`config.mk`:
```
export PLATFORM = sky130hd
export DESIGN_NAME = issue_stage
export DESIGN_NICKNAME = d
export VERILOG_FILES = /design/src/rtl/issue_stage.sv
export SDC_FILE = /design/constraint.sdc
export NUM_CORES = 1
export LEC_CHECK = 0
export BUFFER_PORTS_ARGS = -buffer_cell sky130_fd_sc_hd__buf_2
export CORE_ASPECT_RATIO = 1.4
export CORE_MARGIN = 5
export CORE_UTILIZATION = 50
export CTS_CLUSTER_DIAMETER = 120
export DETAILED_ROUTE_END_ITERATION = 8
export PLACE_DENSITY = 0.8
export SLEW_MARGIN = 30
export SYNTH_ARGS = -nofsm -noshare
export SYNTH_HDL_FRONTEND = slang
export SYNTH_SLANG_ARGS = --single-unit
export TNS_END_PERCENT = 50
```
`constraint.sdc`:
```
create_clock -name clk -period 3.5 [get_ports clk]
set_clock_uncertainty 0.15 [all_clocks]
set_input_delay 0.35 -clock clk [delete_from_list [all_inputs] [get_ports clk]]
set_output_delay 0.35 -clock clk [all_outputs]
set_load 0.03 [all_outputs]
```
`src/rtl/issue_stage.sv`:
```
// Operand-fetch/issue stage: busy scoreboard, RAW/WAW stall, registered issue slot.
// Optional ISSUE_STAGE_PERF_EN adds stat_issued / stat_raw_stall counters.
module issue_stage #(
    parameter int WIDTH  = 64,
    parameter int NREGS  = 32,
    parameter int NWRITE = 1,
    parameter int UOPW   = 16,
    localparam int AW    = $clog2(NREGS)
) (
    input  logic                           clk,
    input  logic                           rstn,
    input  logic                           flush,
    input  logic                           in_valid,
    output logic                           in_ready,
    input  logic [AW-1:0]                  in_rs1,
    input  logic [AW-1:0]                  in_rs2,
    input  logic [AW-1:0]                  in_rd,
    input  logic                           in_rd_we,
    input  logic [UOPW-1:0]                in_uop,
    output logic [1:0][AW-1:0]             rf_raddr,
    input  logic [1:0][WIDTH-1:0]          rf_rdata,
    input  logic [NWRITE-1:0]              wb_valid,
    input  logic [NWRITE-1:0][AW-1:0]      wb_rd,
    output logic                           out_valid,
    input  logic                           out_ready,
    output logic [WIDTH-1:0]               out_op1,
    output logic [WIDTH-1:0]               out_op2,
    output logic [AW-1:0]                  out_rd,
    output logic                           out_rd_we,
    output logic [UOPW-1:0]                out_uop
`ifdef ISSUE_STAGE_PERF_EN
    ,
    output logic [31:0]                    stat_issued,
    output logic [31:0]                    stat_raw_stall
`endif
);

    logic [NREGS-1:0] busy_q, busy_d;
    logic [NREGS-1:0] wb_hit;
    logic [NREGS-1:0] eff_busy;
    logic             hazard;
    logic             accept;

    logic             out_valid_q, out_valid_d;
    logic [WIDTH-1:0] op1_q, op1_d;
    logic [WIDTH-1:0] op2_q, op2_d;
    logic [AW-1:0]    rd_q, rd_d;
    logic             rd_we_q, rd_we_d;
    logic [UOPW-1:0]  uop_q, uop_d;

    assign rf_raddr[0] = in_rs1;
    assign rf_raddr[1] = in_rs2;

    // Same-cycle writeback hides busy, matching the register file bypass.
    always_comb begin
        wb_hit = '0;
        for (int w = 0; w < NWRITE; w++) begin
            if (wb_valid[w]) wb_hit[wb_rd[w]] = 1'b1;
        end
    end

    assign eff_busy = busy_q & ~wb_hit;
    assign hazard   = eff_busy[in_rs1] | eff_busy[in_rs2]
                    | (in_rd_we & eff_busy[in_rd]);
    assign in_ready = ~hazard & ~flush & (~out_valid_q | out_ready);
    assign accept   = in_valid & in_ready;

    always_comb begin
        busy_d = busy_q & ~wb_hit;
        if (accept && in_rd_we) busy_d[in_rd] = 1'b1;
        busy_d[0] = 1'b0;
        if (flush) busy_d = '0;
    end

    always_comb begin
        out_valid_d = out_valid_q;
        op1_d       = op1_q;
        op2_d       = op2_q;
        rd_d        = rd_q;
        rd_we_d     = rd_we_q;
        uop_d       = uop_q;
        if (flush) begin
            out_valid_d = 1'b0;
        end else if (accept) begin
            out_valid_d = 1'b1;
            op1_d       = rf_rdata[0];
            op2_d       = rf_rdata[1];
            rd_d        = in_rd;
            rd_we_d     = in_rd_we;
            uop_d       = in_uop;
        end else if (out_ready) begin
            out_valid_d = 1'b0;
        end
    end

    always_ff @(posedge clk) begin
        if (!rstn) begin
            busy_q      <= '0;
            out_valid_q <= 1'b0;
            op1_q       <= '0;
            op2_q       <= '0;
            rd_q        <= '0;
            rd_we_q     <= 1'b0;
            uop_q       <= '0;
        end else begin
            busy_q      <= busy_d;
            out_valid_q <= out_valid_d;
            op1_q       <= op1_d;
            op2_q       <= op2_d;
            rd_q        <= rd_d;
            rd_we_q     <= rd_we_d;
            uop_q       <= uop_d;
        end
    end

    assign out_valid = out_valid_q;
    assign out_op1   = op1_q;
    assign out_op2   = op2_q;
    assign out_rd    = rd_q;
    assign out_rd_we = rd_we_q;
    assign out_uop   = uop_q;

`ifdef ISSUE_STAGE_PERF_EN
    logic [31:0] issued_q, issued_d;
    logic [31:0] stall_q, stall_d;

    // Counters survive flush; only reset clears them.
    always_comb begin
        issued_d = issued_q + {31'd0, accept};
        stall_d  = stall_q + {31'd0, in_valid & hazard & ~flush};
    end

    always_ff @(posedge clk) begin
        if (!rstn) begin
            issued_q <= '0;
            stall_q  <= '0;
        end else begin
            issued_q <= issued_d;
            stall_q  <= stall_d;
        end
    end

    assign stat_issued    = issued_q;
    assign stat_raw_stall = stall_q;
`endif

endmodule

```
; After elaboration in Yosys (flattened, before gate mapping)
; Cells that the tools add are included.
[word_totals]
output_inout_bits = 162
register_bits = 183
wordCells = 48
[classes]
bitwise = 14
n_reduce_logical = 6
muxes = 14
n_lt_le_gt_ge = 6
[op_table]
columns = cell, count
row1 = $mux 32, 2
row2 = $and 32x32->32, 1
row3 = $not 32->32, 1
row4 = $or 32x32->32, 1
row5 = $lt 5x6->1 const B, 4
row6 = $bmux 1 s5, 3
row7 = $demux 1 s5, 2
row8 = $ge 5x1->1 const B, 2
row9 = $mux 1, 7
row10 = $and 1x1->1, 4
row11 = $not 1->1, 4
row12 = $logic_and 1x1->1, 3
row13 = $or 1x1->1, 3
row14 = $reduce_and 2->1, 1
row15 = $reduce_bool 2->1, 1
row16 = $reduce_or 2->1, 1

; Logic depth before layout (Yosys ltp)
; Gate-level depths: netlist of run 1.
[logic_depth]
ltp_word = 17
mapped_depth = 12
mapped_depth_nobuf = 7

; Least setup slack after synthesis of run 1
; OpenSTA, ideal clock, no wires.
[synth_timing]
path_kind = input port to flip-flop
start = input port wb_rd[4] (netlist bit)
end = register op1_q[10], in the netlist out_op1[10]
arrival_ps = 2794
path_buffers = 4
slack_ps = 485
path_stages = 11
setup_time_ps = 72
t_required_ps = 3278
cell_sequence = buf_2 or4b_4 buf_6 o311ai_2 o311ai_1 a211o_1 nand4b_1 and4bb_4 buf_12 buf_12 mux2i_1
[synth_via]
elab_chain_len = 16
elab_cells_between_ends = 22
classes_between = 2 x order compare / 9 x mux / 9 x bitwise / 2 x reduce/logical
[synth_rtl]
columns = item, line
row1 = from (decl), 23  ; input logic [NWRITE-1:0][AW-1:0] wb_rd,
row2 = $lt 5x6->1 (not written as such) or $ge 5x1->1 (tied branches), 58  ; if (wb_valid[w]) wb_hit[wb_rd[w]] = 1'b1;
row3 = $logic_and 1x1->1 (not written as such), 58
row4 = $mux 1 (not written as such), 58
row5 = $demux 1 s5 *, 58
row6 = $mux 32 *, 58
row7 = $not 32->32 *, 62  ; assign eff_busy = busy_q & ~wb_hit;
row8 = $and 32x32->32 *, 62
row9 = $bmux 1 s5 (on tied branches), "63, 64"
row10 = $mux 1 (on tied branches), "63, 64"
row11 = $or 1x1->1 or $and 1x1->1 (tied branches), "63, 64"
row12 = $or 1x1->1 *, 64  ; | (in_rd_we & eff_busy[in_rd]);
row13 = $not 1->1 *, 65  ; assign in_ready = ~hazard & ~flush & (~out_valid_q | out_ready);
row14 = $and 1x1->1 * (2 in series), 65
row15 = $and 1x1->1 *, 66  ; assign accept = in_valid & in_ready;
row16 = $reduce_and 2->1 (no line) *, n/a
row17 = to (signal assigned), 108  ; op1_q <= op1_d;
row18 = to (decl), 45  ; logic [WIDTH-1:0] op1_q, op1_d;
; Every way passes the cells marked *; elsewhere a longest branch is shown, timed or not. The select of a mux whose other input is x is not followed.
; A chain may end at the register's enable or synchronous reset.

; Worst setup path after layout of run 1
[layout_timing]
start = input port wb_valid
end = register op1_q[43], in the netlist out_op1[43]
[layout_via]
elab_chain_len = 12
elab_cells_between_ends = 17
classes_between = 7 x mux / 9 x bitwise / 1 x reduce/logical
[layout_rtl]
columns = item, line
row1 = from (decl), 22  ; input logic [NWRITE-1:0] wb_valid,
row2 = $mux 32 *, 58
row3 = $not 32->32 *, 62
row4 = $and 32x32->32 *, 62
row5 = $bmux 1 s5 (on tied branches), "63, 64"
row6 = $mux 1 (on tied branches), "63, 64"
row7 = $or 1x1->1 or $and 1x1->1 (tied branches), "63, 64"
row8 = $or 1x1->1 *, 64
row9 = $not 1->1 *, 65
row10 = $and 1x1->1 * (2 in series), 65
row11 = $and 1x1->1 *, 66
row12 = $reduce_and 2->1 (no line) *, n/a
; Marked as above.

==> reports/results.ini, run 1 <==
[logic_synthesis]
yosys_warnings=0
synth_edf_count=0
syn_nets=1201
syn_area_mm2=0.00930
synth_commonest_cells=nand2_1, dfxtp_1, mux2i_1
synthFlopType=dfxtp_1
synthArstFlopShare=0
synth_most_common_cell=nand2_1
synth_cell_type_count=66
yosysTopAreaCell=dfxtp_1
syn_area_per_cell_um2=9.03
syn_inst=1030
synth.top_cells.by_area=dfxtp_1, mux2i_1, nand2_1, buf_12, a2bb2o_4
synth_seq_cells=182
ys_seq_area_frac=0.392
synth_top_cell_area_share=0.392

[sta]
max_slew.worst_pin.slew_ps=736
hold_viol_final=0
slew_headroom=0.509
min_period_ps=3210
maxSlewViolCount=0
clock.fmax_ghz=0.311
rsz0062_at_grt=false
finalSetupViolations=0
setup-tns-final_ps=0
period_share=0.918

[drt]
drt_iter0_markers=626
dr_total_vias=8927
wl_um=29600
wl_per_cell_um=18.2
drcViolationCount=0
postRouteAntennaNets=0
first_pass_iters=7
avgViaCountPerCell=5.49

[worst_setup_path]
slowest_stage=and4bb_4
path_class=in2reg
cpMostUsedCell=buf_4
crit_chain=buf_2, buf_4, nand4b_1, o21ai_0, a22oi_1, o2111ai_1, buf_4, nand4b_1, and4bb_4, buf_4, mux2i_1
end_kind=register
critPathBufInv=4
critPathTopFamily=simple AND/OR/NAND/NOR gates
cp_data_required_time_ps=3710
crit_path_max_fanout=26
worstReg2RegStart=busy_q[5]
regToRegSetupSlack_ps=430
start_kind=input port
slowest_delay_ps=600
cp.arrival_ps=3420
rr_endpoint=out_op1[43]
reg2reg_depth=8

[global_route]
grt_max_degree=143
use_met3=0.0612
grt_pass1_vias=8769
antenna_found_initial=0
global_route.peak_usage_layer=met2
overflow=0
gr-usage-met1=0.293
grt_usage=0.261
grt_util_met2=0.465
grt_pass1_wl_um=45400

[clock_tree]
numCtsBuffers=17
clk_latency_ps=430
post_cts_resized=0
clkTransAtPathRegs_ps=70
cts_buffer_depth=2
htree_levels=4
clock_sinks=182
cts_tree=built
cts_root_buffer=clkbuf_16

[power]
leakagePower_nw=5.23
irDropWorstVdd_mv=0.278
power.density_mw_per_mm2=426
power.total_mw=5.06

[floorplan]
die_h_um=171
placeableCoreArea_mm2=0.0185
io_pins=333
start_util=0.504
die_area_mm2=0.0215
num_rows=59
die_w_um=125

[finish]
antennaDiodeCount=0
seqCellArea_mm2=0.00364
nFillCells=1503
fin_nets=1539
final_cells=1625
multi_input_area_mm2=0.00488
layout-drive-gt1-share=0.326
syn2layout_area_growth_pct=27.9

[run_status]
outcome=completed

[min_path]
whs_endpoint=out_op1[7]
min_path_type=in2reg
min_from=rf_rdata[7]
hold_depth=3

[placement]
hpwl_um=21700
dp.cells=1564
gp_congestion=0.964
port_buffers=332

[flow_run]
cap_violations=0

-- what timing repair did --
item	CTS	global route
hold buffers	28	1
hold endpoints to repair	28	1
buffers inserted	0	0
-- cell type report --
class | count | share of cell area
tap | 244 | 0.0257
multi-input combinational | 740 | 0.410
inverter | 11 | 0.00347
sequential | 182 | 0.306
clock buffer | 18 | 0.0361
timing repair buffer | 416 | 0.203
clock inverter | 14 | 0.0154
-- how the worst max path moves through the flow --
| stage | from | depth (start not counted) | slack (ps) | end |
|---|---|---|---|---|
| after floorplan | wb_rd[4] | 11 | 480 | out_op1[10] |
| after global placement | wb_rd[2] | 9 | -50 | out_op1[32] |
| after detailed placement | wb_rd[2] | 9 | -90 | out_op1[43] |
| after CTS | wb_rd[2] | 9 | 350 | out_op1[11] |
| after global routing | wb_valid | 11 | 110 | out_op1[63] |
| final | wb_valid | 11 | 290 | out_op1[43] |
-- routing by layer --
layer	up-vias	wire length [um]
li1	4239	-
met1	4150	11200
met2	442	15000
met3	96	2090
met4	0	1320
met5	-	0
-- registers in the layout, summed over array words and instances, names as in the netlist --
name,flops
out_op1,64
out_rd_we,1
out_rd,5
out_uop,16
busy_q,31
out_valid,1
out_op2,64
-- stage by stage --
stage | worst slack, ps | cell area, um^2 | hold WS (ps) | util
3_5_place_dp | -91.1 | 11000 | 293 | 0.596
5_1_grt | 109 | 11900 | 0.204 | 0.644
4_1_cts | 347 | 11900 | 0.774 | 0.644
2_1_floorplan | 485 | 9300 | 312 | -
3_3_place_gp | -52.4 | 11000 | 288 | 0.595
6_report | 286 | 11900 | 13.0 | 0.644
-- kinds of logic after synthesis --
family | Yosys count | share of synthesized area
XOR/XNOR | 4 | 0.00377
multiplexers | 169 | 0.185
AO/OA/AOI/OAI | 140 | 0.135
AND/OR/NAND/NOR | 427 | 0.200
buffers and inverters | 108 | 0.0842
flip-flops | 182 | 0.392
-- power breakdown --
part           total, mW  switching (mW)  internal (mW)
Combinational      0.863           0.549          0.314
Sequential          2.19          0.0409           2.15
Clock               2.01           0.918           1.09
-- worst min-delay path, stage by stage --
cell	delay, ps
buf_2	100
nand2_1	40
mux2i_1	60
-- cell usage in the layout, fill, tap and decap left out, drive strengths merged, types with 9 or more instances in the layout --
cell and count:
dfxtp 182, nor3 40, buf 386, mux2i 162
o21ai 31, nor2 13, nand2 321, o211ai 14
clkbuf 19, o2111ai 10, inv 19, a2bb2o 19
dlygate4sd3 29, nor2b 9
Note: power is estimated with default switching activity, not from simulation.
==> inputs of run 2 (changes only) <==
--- a/config.mk
+++ b/config.mk
@@ -6,12 +6,13 @@
 export NUM_CORES = 1
 export LEC_CHECK = 0
 export BUFFER_PORTS_ARGS = -buffer_cell sky130_fd_sc_hd__buf_2
-export CORE_ASPECT_RATIO = 1.4
+export CORE_ASPECT_RATIO = 1.2
 export CORE_MARGIN = 5
-export CORE_UTILIZATION = 50
+export CORE_UTILIZATION = 46
 export CTS_CLUSTER_DIAMETER = 120
 export DETAILED_ROUTE_END_ITERATION = 8
-export PLACE_DENSITY = 0.8
+export HOLD_SLACK_MARGIN = 0.05
+export PLACE_DENSITY = 0.78
 export SLEW_MARGIN = 30
 export SYNTH_ARGS = -nofsm -noshare
 export SYNTH_HDL_FRONTEND = slang
==> constraint.sdc (replaced) <==
create_clock -name clk -period 2.8 [get_ports clk]
set_clock_uncertainty 0.15 [all_clocks]
set_input_delay 0.28 -clock clk [delete_from_list [all_inputs] [get_ports clk]]
set_output_delay 0.28 -clock clk [all_outputs]
set_load 0.03 [all_outputs]
==> run 2 against run 1 <==
The flow now finishes with violations (negative setup slack). Core utilization grew 5.4 points. First-iteration DRC count grew 59%. Clock power grew 17%. Via count grew 17%. Worst setup slack lost 310 ps. Critical path depth shrank 1. Worst hold slack gained 62 ps. Global-route usage grew 3.3 points. Register-to-register slack lost 460 ps. Flip-flop and latch count is the same. Count of clock-buffer cells in the layout grew 1. Design area grew 18%. Critical path type is now reg2reg.
==> reports/results.ini, run 2 (synthesis gave the netlist of run 1 again) <==
[finish]
fin_util=0.698  ; was 0.644
mostFrequentLayoutCells=buf_2, nand2_1, dfxtp_1  ; unchanged
layout-drive-gt1-share=0.345  ; was 0.326
design_area_mm2=0.0140  ; was 0.0119 mm^2
nFillCells=1366  ; was 1,503
final_cells=1828  ; was 1,625
fin_nets=1720  ; was 1,539
syn2layout_area_growth_pct=51.0  ; was 27.9%
final_common_cell=buf_2  ; unchanged

[drt]
dr_total_vias=10401  ; was 8,927
postRouteAntennaNets=0  ; unchanged
wl_per_cell_um=20.7  ; was 18.2 um
drcViolationCount=0  ; unchanged
wl_um=37800  ; was 29,600 um
avgViaCountPerCell=5.69  ; was 5.49
first_pass_iters=5  ; was 7
drt_iter0_markers=996  ; was 626

[placement]
dpl-instance-area_mm2=0.0115  ; was 0.0110 mm^2
hpwl_um=22100  ; was 21,700 um
port_buffers=332  ; unchanged
gp_congestion=0.974  ; was 0.964
dp_worst_setup_slack_ps=-255  ; was -91.1 ps
dp.cells=1640  ; was 1,564

[sta]
min_period_ps=2830
rsz0062_at_grt=true  ; was false
finalSetupViolations=3  ; was 0
fin_ws_ps=-28.4  ; was 286 ps
period_share=1.01
maxSlewViolCount=0  ; unchanged
clock.fmax_ghz=0.354
max_slew.worst_pin.slew_ps=739  ; was 736 ps
hold_viol_final=0  ; unchanged
slew_headroom=0.507  ; was 0.509

[worst_setup_path]
crit_chain=mux4_2, o31ai_4, a211oi_2, a211o_1, nand4b_1, and4bb_4, buf_12, buf_12, buf_16, mux2i_4  ; was buf_2, buf_4, nand4b_1, o21ai_0, a22oi_1, o2111ai_1, buf_4, nand4b_1, and4bb_4, buf_4, mux2i_1
rr_endpoint=out_op2[26]  ; was out_op1[43]
critPathTopFamily=multiplexers  ; was simple AND/OR/NAND/NOR gates
end_kind=register  ; unchanged
slowest_delay_ps=510  ; was 600 ps
cp.depth=10  ; was 11
crit_path_max_fanout=8  ; was 26
worstReg2RegStart=busy_q[6]  ; was busy_q[5]
path_class=reg2reg  ; was in2reg
cp.arrival_ps=3030  ; was 3420 ps
cpMostUsedCell=buf_12  ; was buf_4
reg2reg_depth=10  ; was 8
critPathBufInv=3  ; was 4
cp_data_required_time_ps=3000  ; was 3710 ps
slowest_stage=mux4_2  ; was and4bb_4
regToRegSetupSlack_ps=-30  ; was 430 ps
start_kind=register  ; was input port

[power]
leakagePower_nw=6.16  ; was 5.23 nW
power.density_mw_per_mm2=466  ; was 426 mW/mm^2
irDropWorstVdd_mv=0.384  ; was 0.278 mV

[clock_tree]
cts_root_buffer=clkbuf_16  ; unchanged
htree_levels=4  ; unchanged
clk_latency_ps=430  ; about the same
clock_sinks=182  ; unchanged
numCtsBuffers=17  ; unchanged
cts_tree=built  ; unchanged
cts_buffer_depth=2  ; unchanged
clkTransAtPathRegs_ps=80  ; was 70 ps

[run_status]
violations=negative setup slack
outcome=complete, but fails checks  ; was completed

[min_path]
whs_endpoint=out_rd[3]  ; was out_op1[7]
min_from=in_rd[3]  ; was rf_rdata[7]
hold_depth=3  ; unchanged
min_path_type=in2reg  ; unchanged

[global_route]
grt_pass1_wl_um=55600  ; was 45,400 um
grt_max_degree=184  ; was 143
grt_usage=0.294  ; was 0.261
overflow=0  ; unchanged
antenna_found_initial=0  ; unchanged
grt_pass1_vias=10496  ; was 8,769

[floorplan]
placeableCoreArea_mm2=0.0201  ; was 0.0185 mm^2
num_rows=57  ; was 59
die_area_mm2=0.0232  ; was 0.0215 mm^2
die_w_um=140  ; was 125 um
die_h_um=166  ; was 171 um
start_util=0.462  ; was 0.504
io_pins=333  ; unchanged

[flow_run]
cap_violations=0  ; unchanged

run 2: final cells by class:
class                           count  area (um^2)  share of cell area
Antenna cell                        1         2.50            0.000178
Clock buffer                       19          443              0.0316
Clock inverter                     13          130             0.00927
Inverter                           11         41.3             0.00294
Multi-Input combinational cell    740         5040               0.359
Sequential cell                   182         3650               0.260
Tap cell                          265          332              0.0236
Timing Repair Buffer              597         4400               0.314
run 2: how the worst max path moves through the flow:
| stage | to | slack (ps) | start |
|---|---|---|---|
| 2_1_floorplan | out_op1[10] | -20 | wb_rd[3] |
| 3_3_place_gp | busy_q[31] | -200 | wb_valid |
| 6_report | out_op2[26] | -30 | busy_q[6] |
| 5_1_grt | out_op2[26] | -90 | wb_rd[2] |
| 4_1_cts | in_ready | 30 | busy_q[6] |
| 3_5_place_dp | out_op2[60] | -260 | wb_rd[4] |
run 2: what timing repair did:
item / in CTS / in global routing
gates resized for setup: 1 / 56
pin swaps: 0 / 4
hold buffers: 144 / 0
cloned: 0 / 8
endpoints found under the hold margin: 144 / 0
setup buffers: 0 / 3
setup endpoints to repair: 1 / 62
run 2: through the flow:
| stage | power [mW] | hold slack [ps] | setup TNS, ps |
|---|---|---|---|
| final | 6.54 | 75.0 | -44.6 |
| after global placement | 3.89 | 288 | -29610 |
| after CTS | 6.38 | 50.3 | 0 |
| after global routing | 6.75 | 66.3 | -2640 |
| after floorplan | 3.53 | 272 | -2650 |
| after detailed placement | 3.91 | 293 | -34110 |
run 2: where the power goes:
part,switching (mW),leakage (nW),total (mW),internal (mW)
Combinational,0.807,4.40,1.43,0.626
Sequential,0.0645,1.48,2.75,2.68
Clock,1.15,0.280,2.36,1.21
Total,2.02,6.16,6.54,4.52
run 2: worst register-to-register path: stages (launching register included):
cell and delay, ps:
dfxtp_4 360, mux4_2 510, o31ai_4 80, a211oi_2 90, a211o_1 250, nand4b_1 190
and4bb_4 420, buf_12 140, buf_12 140, buf_16 160, mux2i_4 270
run 2: layer usage:
| metal | global-route usage | wire, um | vias to the layer above |
|---|---|---|---|
| met5 | 0 | 0 | - |
| met4 | 0.170 | 2490 | 0 |
| met3 | 0.0737 | 3240 | 203 |
| met2 | 0.516 | 19100 | 712 |
| met1 | 0.319 | 12900 | 4866 |
| li1 | - | - | 4620 |
